`config.mk`:
```
export PLATFORM = sky130hd
export DESIGN_NAME = uart_cmd_responder
export DESIGN_NICKNAME = d
export VERILOG_FILES = /design/src/rtl/uart_cmd_responder.sv
export SDC_FILE = /design/constraint.sdc
export NUM_CORES = 1
export LEC_CHECK = 0
export ABC_AREA = 1
export BUFFER_PORTS_ARGS = -buffer_cell sky130_fd_sc_hd__buf_2
export CAP_MARGIN = 25
export CORE_MARGIN = 3
export CORE_UTILIZATION = 30
export CTS_BUF_LIST = sky130_fd_sc_hd__clkbuf_4 sky130_fd_sc_hd__clkbuf_8 sky130_fd_sc_hd__clkbuf_16
export CTS_CLUSTER_SIZE = 14
export DETAILED_ROUTE_END_ITERATION = 7
export SYNTH_ARGS = -nofsm -noshare
export SYNTH_HDL_FRONTEND = slang
export SYNTH_SLANG_ARGS = --single-unit
```
`constraint.sdc`:
```
create_clock -name clk_100MHz -period 1.74 [get_ports clk_100MHz]
set_clock_uncertainty 0.05 [all_clocks]
set_input_delay 0.261 -clock clk_100MHz [delete_from_list [all_inputs] [get_ports clk_100MHz]]
set_output_delay 0.261 -clock clk_100MHz [all_outputs]
set_load 0.1 [all_outputs]
```
`src/rtl/uart_cmd_responder.sv`:
```
// uart_cmd_responder: target end of the host-initiated serial command protocol.
// Parses SOM-framed commands from uart_rx bytes, updates the motor control
// registers, pulses encoder-zero and streams 5-byte encoder replies to uart_tx.
//
// Ports:
//   clk_100MHz, rst_n         clock, async active-low reset
//   i_rx_dv, i_rx_byte        received byte strobe and data
//   o_tx_dv, o_tx_byte        transmit byte strobe and data to uart_tx
//   i_tx_done                 uart_tx finished the current byte
//   i_enc_cnt_l, i_enc_cnt_r  encoder counts sampled for replies
//   o_setpt1, o_setpt2        left/right speed setpoints (0x80 = stop)
//   o_accel, o_tics_per_rev   acceleration and encoder resolution settings
//   o_zero_encoders           one-cycle encoder clear pulse
//   o_busy                    reply in progress
//   o_err                     one-cycle protocol error pulse
module uart_cmd_responder #(
    parameter logic [7:0]  SOM_BYTE     = 8'h55,
    parameter int unsigned TIMEOUT_CLKS = 1000000,
    parameter int unsigned CNT_W        = 24
) (
    input  logic             clk_100MHz,
    input  logic             rst_n,
    input  logic             i_rx_dv,
    input  logic [7:0]       i_rx_byte,
    output logic             o_tx_dv,
    output logic [7:0]       o_tx_byte,
    input  logic             i_tx_done,
    input  logic [CNT_W-1:0] i_enc_cnt_l,
    input  logic [CNT_W-1:0] i_enc_cnt_r,
    output logic [7:0]       o_setpt1,
    output logic [7:0]       o_setpt2,
    output logic [7:0]       o_accel,
    output logic [15:0]      o_tics_per_rev,
    output logic             o_zero_encoders,
    output logic             o_busy,
    output logic             o_err
);

    localparam int unsigned TMO_W = $clog2(TIMEOUT_CLKS + 1);

    localparam logic [2:0] S_IDLE    = 3'd0;
    localparam logic [2:0] S_CMD     = 3'd1;
    localparam logic [2:0] S_PAY1    = 3'd2;
    localparam logic [2:0] S_PAY2    = 3'd3;
    localparam logic [2:0] S_TX_SEND = 3'd4;
    localparam logic [2:0] S_TX_WAIT = 3'd5;

    logic [2:0]       state_q, state_d;
    logic [7:0]       cmd_q, cmd_d;
    logic [7:0]       hi_q, hi_d;
    logic [23:0]      snap_q, snap_d;
    logic [2:0]       idx_q, idx_d;
    logic [TMO_W-1:0] tmo_q, tmo_d;
    logic [7:0]       setpt1_q, setpt1_d, setpt2_q, setpt2_d, accel_q, accel_d;
    logic [15:0]      tics_q, tics_d;
    logic [7:0]       tx_byte_q, tx_byte_d;
    logic             zero_q, zero_d, err_q, err_d;
    logic             in_frame, timeout;

    // Frame timeout only runs while a command is partially received; any rx byte restarts it.
    assign in_frame = (state_q == S_CMD) || (state_q == S_PAY1) || (state_q == S_PAY2);
    assign timeout  = in_frame && !i_rx_dv && (tmo_q == TMO_W'(TIMEOUT_CLKS - 1));

    always_comb begin
        state_d   = state_q;
        cmd_d     = cmd_q;
        hi_d      = hi_q;
        snap_d    = snap_q;
        idx_d     = idx_q;
        setpt1_d  = setpt1_q;
        setpt2_d  = setpt2_q;
        accel_d   = accel_q;
        tics_d    = tics_q;
        tx_byte_d = tx_byte_q;
        zero_d    = 1'b0;
        err_d     = 1'b0;
        tmo_d     = (in_frame && !i_rx_dv) ? tmo_q + 1'b1 : '0;

        case (state_q)
            S_IDLE: begin
                if (i_rx_dv && i_rx_byte == SOM_BYTE) state_d = S_CMD;
            end
            S_CMD: begin
                if (timeout) begin
                    err_d   = 1'b1;
                    state_d = S_IDLE;
                end else if (i_rx_dv) begin
                    if (i_rx_byte == SOM_BYTE) begin
                        state_d = S_CMD;  // resync on repeated SOM
                    end else begin
                        case (i_rx_byte)
                            8'h11, 8'h21, 8'h22, 8'h23: begin
                                cmd_d   = i_rx_byte;
                                state_d = S_PAY1;
                            end
                            8'h24, 8'h25: begin
                                // Snapshot here so encoder motion during the reply is invisible.
                                snap_d    = (i_rx_byte == 8'h24) ? 24'(i_enc_cnt_l)
                                                                 : 24'(i_enc_cnt_r);
                                cmd_d     = i_rx_byte;
                                idx_d     = 3'd0;
                                tx_byte_d = SOM_BYTE;
                                state_d   = S_TX_SEND;
                            end
                            8'h26: begin
                                zero_d  = 1'b1;
                                state_d = S_IDLE;
                            end
                            default: begin
                                err_d   = 1'b1;
                                state_d = S_IDLE;
                            end
                        endcase
                    end
                end
            end
            S_PAY1: begin
                if (timeout) begin
                    err_d   = 1'b1;
                    state_d = S_IDLE;
                end else if (i_rx_dv) begin
                    state_d = S_IDLE;
                    case (cmd_q)
                        8'h11: begin
                            hi_d    = i_rx_byte;
                            state_d = S_PAY2;
                        end
                        8'h21:   setpt1_d = i_rx_byte;
                        8'h22:   setpt2_d = i_rx_byte;
                        default: accel_d  = i_rx_byte;
                    endcase
                end
            end
            S_PAY2: begin
                if (timeout) begin
                    err_d   = 1'b1;
                    state_d = S_IDLE;
                end else if (i_rx_dv) begin
                    tics_d  = {hi_q, i_rx_byte};
                    state_d = S_IDLE;
                end
            end
            S_TX_SEND: begin
                if (i_rx_dv) err_d = 1'b1;
                state_d = S_TX_WAIT;
            end
            S_TX_WAIT: begin
                if (i_rx_dv) err_d = 1'b1;
                if (i_tx_done) begin
                    if (idx_q == 3'd4) begin
                        state_d = S_IDLE;
                    end else begin
                        idx_d   = idx_q + 3'd1;
                        state_d = S_TX_SEND;
                        case (idx_q)
                            3'd0:    tx_byte_d = cmd_q;
                            3'd1:    tx_byte_d = snap_q[23:16];
                            3'd2:    tx_byte_d = snap_q[15:8];
                            default: tx_byte_d = snap_q[7:0];
                        endcase
                    end
                end
            end
            default: state_d = S_IDLE;
        endcase
    end

    always_ff @(posedge clk_100MHz or negedge rst_n) begin
        if (!rst_n) begin
            state_q   <= S_IDLE;
            cmd_q     <= '0;
            hi_q      <= '0;
            snap_q    <= '0;
            idx_q     <= '0;
            tmo_q     <= '0;
            setpt1_q  <= 8'h80;
            setpt2_q  <= 8'h80;
            accel_q   <= '0;
            tics_q    <= '0;
            tx_byte_q <= '0;
            zero_q    <= 1'b0;
            err_q     <= 1'b0;
        end else begin
            state_q   <= state_d;
            cmd_q     <= cmd_d;
            hi_q      <= hi_d;
            snap_q    <= snap_d;
            idx_q     <= idx_d;
            tmo_q     <= tmo_d;
            setpt1_q  <= setpt1_d;
            setpt2_q  <= setpt2_d;
            accel_q   <= accel_d;
            tics_q    <= tics_d;
            tx_byte_q <= tx_byte_d;
            zero_q    <= zero_d;
            err_q     <= err_d;
        end
    end

    assign o_tx_dv         = (state_q == S_TX_SEND);
    assign o_busy          = (state_q == S_TX_SEND) || (state_q == S_TX_WAIT);
    assign o_tx_byte       = tx_byte_q;
    assign o_setpt1        = setpt1_q;
    assign o_setpt2        = setpt2_q;
    assign o_accel         = accel_q;
    assign o_tics_per_rev  = tics_q;
    assign o_zero_encoders = zero_q;
    assign o_err           = err_q;

endmodule

```
==> results of run 1 <==
[metal layers]
layer | wire length, um | GRT usage | share of wire | up-vias
met2 | 6950 | 0.231 | 0.45 | 128
met3 | 771 | 0.0375 | 0.050 | 31
met4 | 395 | 0.0614 | 0.026 | 0
li1 | - | - | - | 2562
met1 | 7240 | 0.207 | 0.47 | 2352
met5 | 0 | 0 | 0 | -
[worst max-delay path: cells and delay by family, from the launching register on]
family                 cells  cell delay [ps]
DFF                        1              440
AOI/OAI and AO/OA          1              170
buffers and inverters      2              260
and+or+nand+nor            1              150
[worst max path at each step]
stage | startpoint | end | slack (ps) | cells past startpoint
2_1_floorplan | state_q[0]$_DFFE_PN0P_ | o_err$_DFF_PN0_ | 0.02 | 5
3_3_place_gp | tmo_q[0]$_DFF_PN0_ | hi_q[5]$_DFFE_PN0P_ | -30 | 8
3_5_place_dp | tmo_q[0]$_DFF_PN0_ | hi_q[4]$_DFFE_PN0P_ | -90 | 8
4_1_cts | state_q[1]$_DFFE_PN0P_ | o_busy | -90 | 4
5_1_grt | state_q[0]$_DFFE_PN0P_ | o_busy | -50 | 4
6_report | state_q[0]$_DFFE_PN0P_ | o_busy | -20 | 4
[cells in the mapped netlist]
master	number	area, um^2
nand2_1	181	679
dfrtp_1	114	2850
nor2_1	90	338
o21ai_0	68	340
inv_1	66	248
a21oi_1	42	210
nand3_1	28	140
o31ai_2	24	300
clkbuf_1	11	41.3
nand4_1	9	56.3
nor3_1	8	40.0
ha_1	5	62.6
nand2_2	5	31.3
nor3_2	4	40.0
buf_2	3	15.0
buf_6	3	33.8
inv_2	3	11.3
buf_1	2	7.51
dfstp_2	2	52.6
nor3_4	2	32.5
o211ai_1	2	15.0
o21ai_1	2	10.0
a211oi_1	1	7.51
a22oi_1	1	7.51
a31oi_1	1	6.26
clkinv_1	1	3.75
nand3_2	1	10.0
nor2_2	1	6.26
nor2_4	1	11.3
nor3b_1	1	7.51
o21a_1	1	7.51
o22a_1	1	8.76
xnor2_1	1	8.76
xor2_1	1	8.76
[sequential cells by signal, indices dropped and copies added (netlist names)]
| name | count |
|---|---|
| o_tx_byte | 8 |
| o_err | 1 |
| tmo_q | 20 |
| snap_q | 24 |
| o_setpt1 | 8 |
| o_zero_encoders | 1 |
| o_tics_per_rev | 16 |
| hi_q | 8 |
| o_setpt2 | 8 |
| o_accel | 8 |
| idx_q | 3 |
| state_q | 3 |
| cmd_q | 8 |
[kinds of logic (layout without fill, tap and decap cells)]
group,Yosys count,count (layout),synth area share
compound gates,143,143,0.162
xor+xnor,2,2,0.00310
fa+ha+maj,5,5,0.0111
buf+inv,89,262,0.0638
flops,116,116,0.514
simple gates,331,331,0.246
[report_power, final]
| part | internal, uW | switching, uW |
|---|---|---|
| logic | 645 | 1790 |
| clock network | 2630 | 1210 |
| registers | 2980 | 200 |
| total | 6250 | 3200 |
[placed cells by master (no fill, tap or decap), types with 2 or more instances in the layout]
cell / instances
nand2_1: 176
dfrtp_1: 111
buf_2: 108
nor2_1: 84
inv_1: 61
o21ai_0: 57
buf_4: 47
a21oi_1: 41
nand3_1: 26
o31ai_2: 24
clkbuf_16: 17
o21ai_1: 10
nand4_1: 9
inv_2: 7
nor3_1: 7
nor2_4: 6
nand2_2: 5
nand2_4: 5
bufinv_16: 5
nor3_2: 4
ha_1: 4
clkinv_2: 4
clkbuf_4: 4
buf_12: 4
nand3_2: 3
nor3_4: 3
dfrtp_2: 3
nor2_2: 2
o211ai_1: 2
o21ai_2: 2
dfstp_2: 2
[cell type report]
type | count | area share
clock buffers | 22 | 0.0616
inverters | 70 | 0.0348
clock inverters | 10 | 0.0235
well taps | 229 | 0.0376
flip-flops and latches | 116 | 0.382
multi-input cells | 481 | 0.331
repair buffers | 160 | 0.129
[through the flow]
stage                      util  instance area (um^2)  setup TNS, ps
after floorplan               -                  5670              0
after global placement    0.369                  6710           -182
after detailed placement  0.369                  6710           -596
after CTS                 0.408                  7430           -153
after global routing      0.418                  7620           -148
final                     0.418                  7620          -17.7
[timing repair]
item | in CTS | in global routing
buffers inserted | 5 | 11
endpoints found under the hold margin | 111 | 0
gates resized for setup | 9 | 39
endpoints found under the setup margin | 15 | 54
hold buffers | 1 | 0
cloned | 0 | 0
pin swaps | 3 | 11
==> metrics.cfg, run 1 <==
[worst_setup_path]
max_stage_delay_ps = 440
r2r-end = tmo_q[14]$_DFF_PN0_
crit_required_ps = 1430
worstPathMaxFanout = 4
cp-start-kind = flip-flop
arrival_ps = 1450
path_class = reg -> out
worstSetupEndpointType = primary output
r2r_start = tmo_q[0]$_DFF_PN0_
rrSetupSlack_ps = 80
r2r_cells = 9
worstPathCellList = nor2_4 > inv_4 > o21ai_4 > buf_12
cp_slowest_cell = dfrtp_2

[min_path]
min_path_cells = 3
min-delay-start = i_rx_byte[6]
hold_class = in -> reg
holdPathEnd = hi_q[6]$_DFFE_PN0P_

[die]
rows = 49
die_y_um = 143
die_w_um = 143
ios = 112
start_util = 0.310
fp.coreArea_mm2 = 0.0182
die_area_mm2 = 0.0205

[sta]
grt_setup_unrepaired = yes
slew_viol_final = 0
worst_pin_slew_ps = 504
period_needed_ps = 1760
hold_viol = 0
max_slew_margin = 0.666
holdWs_ps = 57.5
postLayoutSetupSlackWorst_ps = -17.7
clock.fmax_mhz = 569
setup_viol = 1
finalCritPeriodShare = 1.01

[place]
hpwl_um = 10900
place.gp.congestion = 0.834
port_buffers = 111
pre_cts_slack_ps = -87.2
placed_cells = 1039

[route]
drc = 0
viasPerCell = 4.66
drt-initial-drc-count = 273
wl_per_cell_um = 14.1
drt_first_pass_iters = 5
dr_total_vias = 5073
postRouteWirelength_um = 15400
ant_nets = 0

[synthesis]
synth.distinct_cells = 34
syn_avg_cell_area_um2 = 8.24
synthesis.area_mm2 = 0.00565
ys_ff_latch = 116
netlist_instances = 686
yosysSeqAreaShare = 0.514
ys_warn_count = 0
syn_nets = 751

[layout]
seq_area_mm2 = 0.00291
syn2layout_area_growth_pct = 34.8
final_cells = 1088
n_antenna_cell = 0
multi_input_area_mm2 = 0.00252
nFillCells = 1781
nets = 911
drive_gt1_frac = 0.305

[flow_run]
maxCapViolations = 0

[global_route]
grt_max_degree = 76
overflow = 0
grt_pass1_wl_um = 24500
track_usage = 0.152
grt_pass1_vias = 4821
antenna_found_initial = 0

[pwr]
p_leak_uw = 0.00387
total_power_uw = 9450
p_per_area_mw_per_mm2 = 1240
max-vdd-ir-drop_v = 0.000785

[clocking]
clkSinkCount = 116
cts_tree = built
clkTransAtPathRegs_ps = 50
cts_root_buf = clkbuf_16
cts_max_level = 4
clockBufferDepth = 2
clk_latency_ps = 410
numCtsBuffers = 17

[run_status]
violations = setup timing
status = finished, violations left

(Power assumes the default switching activity.)
==> run 2: changes to the inputs <==
--- a/config.mk
+++ b/config.mk
@@ -13,6 +13,7 @@
 export CTS_BUF_LIST = sky130_fd_sc_hd__clkbuf_4 sky130_fd_sc_hd__clkbuf_8 sky130_fd_sc_hd__clkbuf_16
 export CTS_CLUSTER_SIZE = 14
 export DETAILED_ROUTE_END_ITERATION = 7
+export REMOVE_ABC_BUFFERS = 1
 export SYNTH_ARGS = -nofsm -noshare
 export SYNTH_HDL_FRONTEND = slang
 export SYNTH_SLANG_ARGS = --single-unit
==> run 2 against run 1 <==
Net effect:
- count of clock-buffer cells in the layout is 1 higher
- sequential power hardly changed
- non-clock buffer count is 1 lower
- critical path depth is 1 higher
- the flow still finishes with violations (setup timing)
- setup slack worse by 40 ps
- power is 0.70% lower
- cell count stayed put
- first-iteration DRC count is 36% higher
- cell area is 0.15% lower
==> metrics.cfg, run 2 (synthesized netlist as in run 1, its figures left out) <==
[pwr]
p_leak_uw = 0.00386  ; -0.33%
p_per_area_mw_per_mm2 = 1230  ; -0.56%
p_seq_frac = 0.338  ; +0.002
comb_power_share = 0.260  ; +0.003
p_sw_uw = 3150  ; -1.8%
power.share.clock = 0.402  ; -0.005
internal_power_uw = 6240  ; -0.16%
swShare = 0.335  ; -0.00363
max-vdd-ir-drop_v = 0.000728  ; -7.2%

[layout]
n_antenna_cell = 0  ; unchanged
final_common_cell = nand2_1
most-common-layout-cells = nand2_1 (177), dfrtp_1 (112), buf_2 (108), nor2_1 (85), inv_1 (61)
design_area_mm2 = 0.00761  ; -0.15%
drive_gt1_frac = 0.299  ; -0.00582
top_register = snap_q
final_cells = 1088  ; unchanged
largest_register_ffs = 24  ; unchanged
syn2layout_area_growth_pct = 34.6
nets = 911  ; unchanged

[global_route]
antenna_found_initial = 0  ; unchanged
grt_max_degree = 61  ; -20%
track_usage = 0.149  ; -0.00216
overflow = 0  ; unchanged
grt_pass1_vias = 4762  ; -1.2%
grt_pass1_wl_um = 24300  ; -0.76%

[clocking]
clkSinkCount = 116  ; unchanged
cts_root_buf = clkbuf_16
clk_latency_ps = 410  ; about the same
clockBufferDepth = 2  ; unchanged
numCtsBuffers = 17  ; unchanged
cts_tree = built
cts_max_level = 4  ; unchanged
clkTransAtPathRegs_ps = 50  ; about the same

[sta]
worst_pin_slew_ps = 513  ; +8.79 ps
postLayoutSetupSlackWorst_ps = -57.3  ; -39.6 ps
setup_viol = 2  ; +1
grt_setup_unrepaired = yes
finalCritPeriodShare = 1.03  ; +0.0228
clock.fmax_mhz = 556  ; -2.2%
max_slew_margin = 0.661  ; -0.00582
holdWs_ps = 83.3  ; +25.8 ps
period_needed_ps = 1800  ; +39.6 ps
hold_viol = 0  ; unchanged
slew_viol_final = 0  ; unchanged

[route]
postRouteWirelength_um = 15000  ; -2.6%
dr_total_vias = 5051  ; -0.43%
wl_per_cell_um = 13.7  ; -2.6%
ant_nets = 0  ; unchanged
viasPerCell = 4.64  ; -0.43%
drc = 0  ; unchanged
drt-initial-drc-count = 370  ; +36%
drt_first_pass_iters = 5  ; unchanged

[flow_run]
maxCapViolations = 0  ; unchanged

[place]
hpwl_um = 10700  ; -1.7%
port_buffers = 111  ; unchanged
place.gp.congestion = 0.867  ; +3.9%
placed_cells = 1037  ; -0.19%
postPlaceCellArea_mm2 = 0.00669  ; -0.32%

[worst_setup_path]
worstSetupEndpointType = primary output
path_class = reg -> out
cp-start-kind = flip-flop
crit_required_ps = 1430  ; about the same
arrival_ps = 1490  ; +40 ps
worstPathMaxFanout = 3  ; -1

[die]
rows = 49  ; unchanged
fp.coreArea_mm2 = 0.0182  ; unchanged
start_util = 0.310  ; unchanged
die_area_mm2 = 0.0205  ; unchanged
ios = 112  ; unchanged
die_y_um = 143  ; unchanged
die_w_um = 143  ; unchanged

[min_path]
hold_class = in -> reg

[run_status]
violations = setup timing
status = finished, violations left

## run 2: changes by cell type in the layout (fill, tap and decap cells not counted), sizes merged
cell and delta:
clkinv -2, clkinvlp +2, buf -1, bufinv -1, clkbuf +1, nand2 +1
## run 2: layout make-up
| type | instances | area (um^2) |
|---|---|---|
| sequential | 116 | 2910 |
| tap | 229 | 287 |
| inverter | 70 | 267 |
| multi-input combinational | 482 | 2480 |
| fill | 1775 | 10600 |
| clock buffer | 23 | 502 |
| clock inverter | 9 | 148 |
| timing repair buffer | 159 | 1010 |
## run 2: power groups by stage
stage | Sequential, uW | Clock (uW) | Combinational [uW]
4_1_cts | 3170 | 3850 | 2280
3_5_place_dp | 3210 | 0 | 2140
2_1_floorplan | 4160 | 0 | 602
5_1_grt | 3210 | 3990 | 2640
3_3_place_gp | 3210 | 0 | 2120
6_report | 3170 | 3770 | 2440
## run 2: per-stage QoR
stage | power [uW] | utilization | worst slack (ps) | setup TNS, ps
after CTS | 9300 | 0.408 | -51.5 | -85.6
final | 9390 | 0.418 | -57.3 | -82.0
after global placement | 5330 | 0.367 | 46.8 | 0
after detailed placement | 5350 | 0.367 | -1.86 | -1.86
after floorplan | 4760 | - | -1720 | -29940
after global routing | 9830 | 0.418 | -130 | -708
## run 2: worst paths after layout
check / slack, ps / end / startpoint / depth (start not counted)
max in group asynchronous: 890 / o_setpt2[7]$_DFFE_PN1P_ / rst_n / 3
worst max register to register: 20 / state_q[2]$_DFFE_PN0P_ / state_q[1]$_DFFE_PN0P_ / 10
min in group asynchronous: 180 / o_tics_per_rev[3]$_DFFE_PN0P_ / rst_n / 2
worst min register to register: 420 / cmd_q[2]$_DFFE_PN0P_ / cmd_q[2]$_DFFE_PN0P_ / 2
worst min-delay path: 80 / hi_q[6]$_DFFE_PN0P_ / i_rx_byte[6] / 3
worst max-delay path: -60 / o_busy / state_q[1]$_DFFE_PN0P_ / 5
## run 2: worst max-delay path, cell delays in order, from the launching register on
cell and delay (ps):
dfrtp_1 430, nor2_4 140, inv_2 70, o21ai_2 140
buf_6 130, buf_12 160
## run 2: timing repair
action                                 in CTS  in global routing
gates resized for setup                    12                 36
setup endpoints to repair                   8                 45
pin swaps                                   2                 12
gates cloned                                0                  1
endpoints found under the hold margin     114                  0
hold buffers                                1                  0
setup buffers                               7                 10
## run 2: metal layers
metal  up-vias  track usage  share of wire
li1       2578            -              -
met1      2337        0.210           0.48
met2       125        0.228           0.46
met3        11       0.0375          0.047
met4         0       0.0456          0.010
met5         -            0              0
==> run 3: changes to the inputs <==
==> constraint.sdc (replaced) <==
create_clock -name clk_100MHz -period 1.74 [get_ports clk_100MHz]
set_clock_uncertainty 0.05 [all_clocks]
set_input_delay 0.522 -clock clk_100MHz [delete_from_list [all_inputs] [get_ports clk_100MHz]]
set_output_delay 0.522 -clock clk_100MHz [all_outputs]
set_load 0.1 [all_outputs]
==> run 3 against run 2 <==
Net effect:
- the run still ends with setup timing left
- sequential share of layout area shrank 1.9 points
- worst hold slack gained 260 ps
- non-clock buffer count grew 30
- combinational power grew 2%
- largest cell class unchanged
==> metrics.cfg, run 3 (synthesized netlist as in run 1, its figures left out) <==
[layout]
final_cells = 1117  ; +2.7%
nFillCells = 1787  ; +0.68%
top_register = snap_q
multi_input_area_mm2 = 0.00253  ; +1.7%
most-common-layout-cells = nand2_1 (174), buf_4 (115), dfrtp_1 (112), nor2_1 (80)
final_common_cell = nand2_1
nets = 940  ; +3.2%
seq_area_mm2 = 0.00291  ; unchanged
largest_register_ffs = 24  ; unchanged
finalCoreUtilization = 0.439  ; +0.0215
drive_gt1_frac = 0.333  ; +0.0341
n_antenna_cell = 0  ; unchanged
syn2layout_area_growth_pct = 41.5

[worst_setup_path]
arrival_ps = 1470  ; -20 ps
r2r_start = state_q[0]$_DFFE_PN0P_
rrSetupSlack_ps = 40  ; +20 ps
r2r_cells = 6  ; -4
cp-start-kind = flip-flop
worstSetupEndpointType = primary output
worstPathMaxFanout = 3  ; unchanged
path_class = reg -> out
crit_required_ps = 1170  ; -260 ps
r2r-end = hi_q[4]$_DFFE_PN0P_

[clocking]
cts_tree = built
cts_max_level = 4  ; unchanged
cts_root_buf = clkbuf_16
clockBufferDepth = 2  ; unchanged
clk_latency_ps = 420  ; about the same
clkTransAtPathRegs_ps = 50  ; about the same
numCtsBuffers = 17  ; unchanged
clkSinkCount = 116  ; unchanged

[route]
drc = 0  ; unchanged
drt_first_pass_iters = 5  ; unchanged
dr_total_vias = 5129  ; +1.5%
drt-initial-drc-count = 288  ; -22%
ant_nets = 0  ; unchanged
wl_per_cell_um = 13.6  ; -1.0%
viasPerCell = 4.59  ; -1.1%
postRouteWirelength_um = 15200  ; +1.6%

[run_status]
violations = setup timing
status = finished, violations left

[sta]
holdWs_ps = 345  ; +262 ps
grt_setup_unrepaired = yes
max_slew_margin = 0.771  ; +0.111
clock.fmax_mhz = 491  ; -12%
slew_viol_final = 0  ; unchanged
worst_pin_slew_ps = 343  ; -169 ps
hold_viol = 0  ; unchanged
period_needed_ps = 2040  ; +240 ps
setup_viol = 2  ; unchanged
finalCritPeriodShare = 1.17  ; +0.138
postLayoutSetupSlackWorst_ps = -297  ; -240 ps

[min_path]
min-delay-start = i_rx_byte[0]
hold_class = in -> reg
min_path_cells = 3  ; unchanged
holdPathEnd = hi_q[0]$_DFFE_PN0P_

[global_route]
grt_max_degree = 38  ; -38%
overflow = 0  ; unchanged
track_usage = 0.155  ; +0.00509
grt_pass1_vias = 5078  ; +6.6%
antenna_found_initial = 0  ; unchanged
grt_pass1_wl_um = 25000  ; +2.9%

[place]
hpwl_um = 11300  ; +5.2%
place.gp.congestion = 0.840  ; -3.1%
pre_cts_slack_ps = -157  ; -155 ps
port_buffers = 111  ; unchanged
placed_cells = 1080  ; +4.1%

[die]
rows = 49  ; unchanged
start_util = 0.310  ; unchanged
fp.coreArea_mm2 = 0.0182  ; unchanged
die_area_mm2 = 0.0205  ; unchanged
die_y_um = 143  ; unchanged
die_w_um = 143  ; unchanged
ios = 112  ; unchanged

[pwr]
max-vdd-ir-drop_v = 0.000596  ; -18%
p_per_area_mw_per_mm2 = 1140  ; -7.5%
p_leak_uw = 0.00400  ; +3.7%

[flow_run]
maxCapViolations = 0  ; unchanged

## run 3: cell count changes in the layout (fill, tap and decap cells not counted), moves of 3 or more
| cell | before | now |
|---|---|---|
| buf_4 | 39 | 115 |
| o21ai_0 | 57 | 61 |
| nor2_2 | 4 | 7 |
| buf_2 | 108 | 58 |
| nand2_2 | 7 | 10 |
| clkbuf_4 | 1 | 7 |
| buf_12 | 5 | 10 |
| o21ai_1 | 12 | 7 |
| nand2_1 | 177 | 174 |
| nor2_1 | 85 | 80 |
## run 3: timing repair
action / 4_1_cts / 5_1_grt
endpoints found under the hold margin: 19 / 0
gates resized for setup: 60 / 43
hold buffers: 1 / 0
endpoints found under the setup margin: 59 / 42
setup buffers: 5 / 2
pin swaps: 2 / 14
## run 3: per-layer routing
metal | track usage | vias up | routed length [um]
met5 | 0 | - | 0
met4 | 0.0510 | 0 | 205
met3 | 0.0439 | 14 | 895
met2 | 0.241 | 135 | 6890
met1 | 0.208 | 2359 | 7200
li1 | - | 2621 | -
## run 3: how the worst max path moves through the flow
stage | from | end | cells past startpoint
6_report | state_q[1]$_DFFE_PN0P_ | o_tx_dv | 5
5_1_grt | state_q[1]$_DFFE_PN0P_ | o_tx_dv | 5
4_1_cts | state_q[0]$_DFFE_PN0P_ | o_busy | 5
3_5_place_dp | i_rx_byte[6] | cmd_q[1]$_DFFE_PN0P_ | 8
3_3_place_gp | i_rx_byte[6] | cmd_q[3]$_DFFE_PN0P_ | 9
2_1_floorplan | state_q[0]$_DFFE_PN0P_ | o_busy | 3
## run 3: cell type report
type / instances / share of cell area
clock buffer: 27 / 0.0649
clock inverter: 5 / 0.00939
inverter: 70 / 0.0329
multi-input combinational: 481 / 0.316
sequential: 116 / 0.364
tap: 229 / 0.0358
timing repair buffer: 189 / 0.178
## run 3: metrics by stage
stage / total power [uW] / TNS [ps] / cell area (um^2)
final: 9130 / -585 / 8000
after global routing: 9560 / -1090 / 8000
after CTS: 9140 / -578 / 7860
after detailed placement: 5480 / -5110 / 7080
after global placement: 5450 / -4060 / 7080
after floorplan: 4760 / -40730 / 5550
## run 3: power by group
| part | switching (uW) | total, uW | internal (uW) |
|---|---|---|---|
| Clock | 1160 | 3480 | 2320 |
| Combinational | 1770 | 2490 | 721 |
| Sequential | 191 | 3170 | 2980 |
| Total | 3110 | 9130 | 6020 |
## run 3: critical path: stages (launching register included)
cell	delay, ps
dfrtp_1	420
nor2_4	140
inv_2	70
nor2_2	140
buf_6	130
buf_12	160
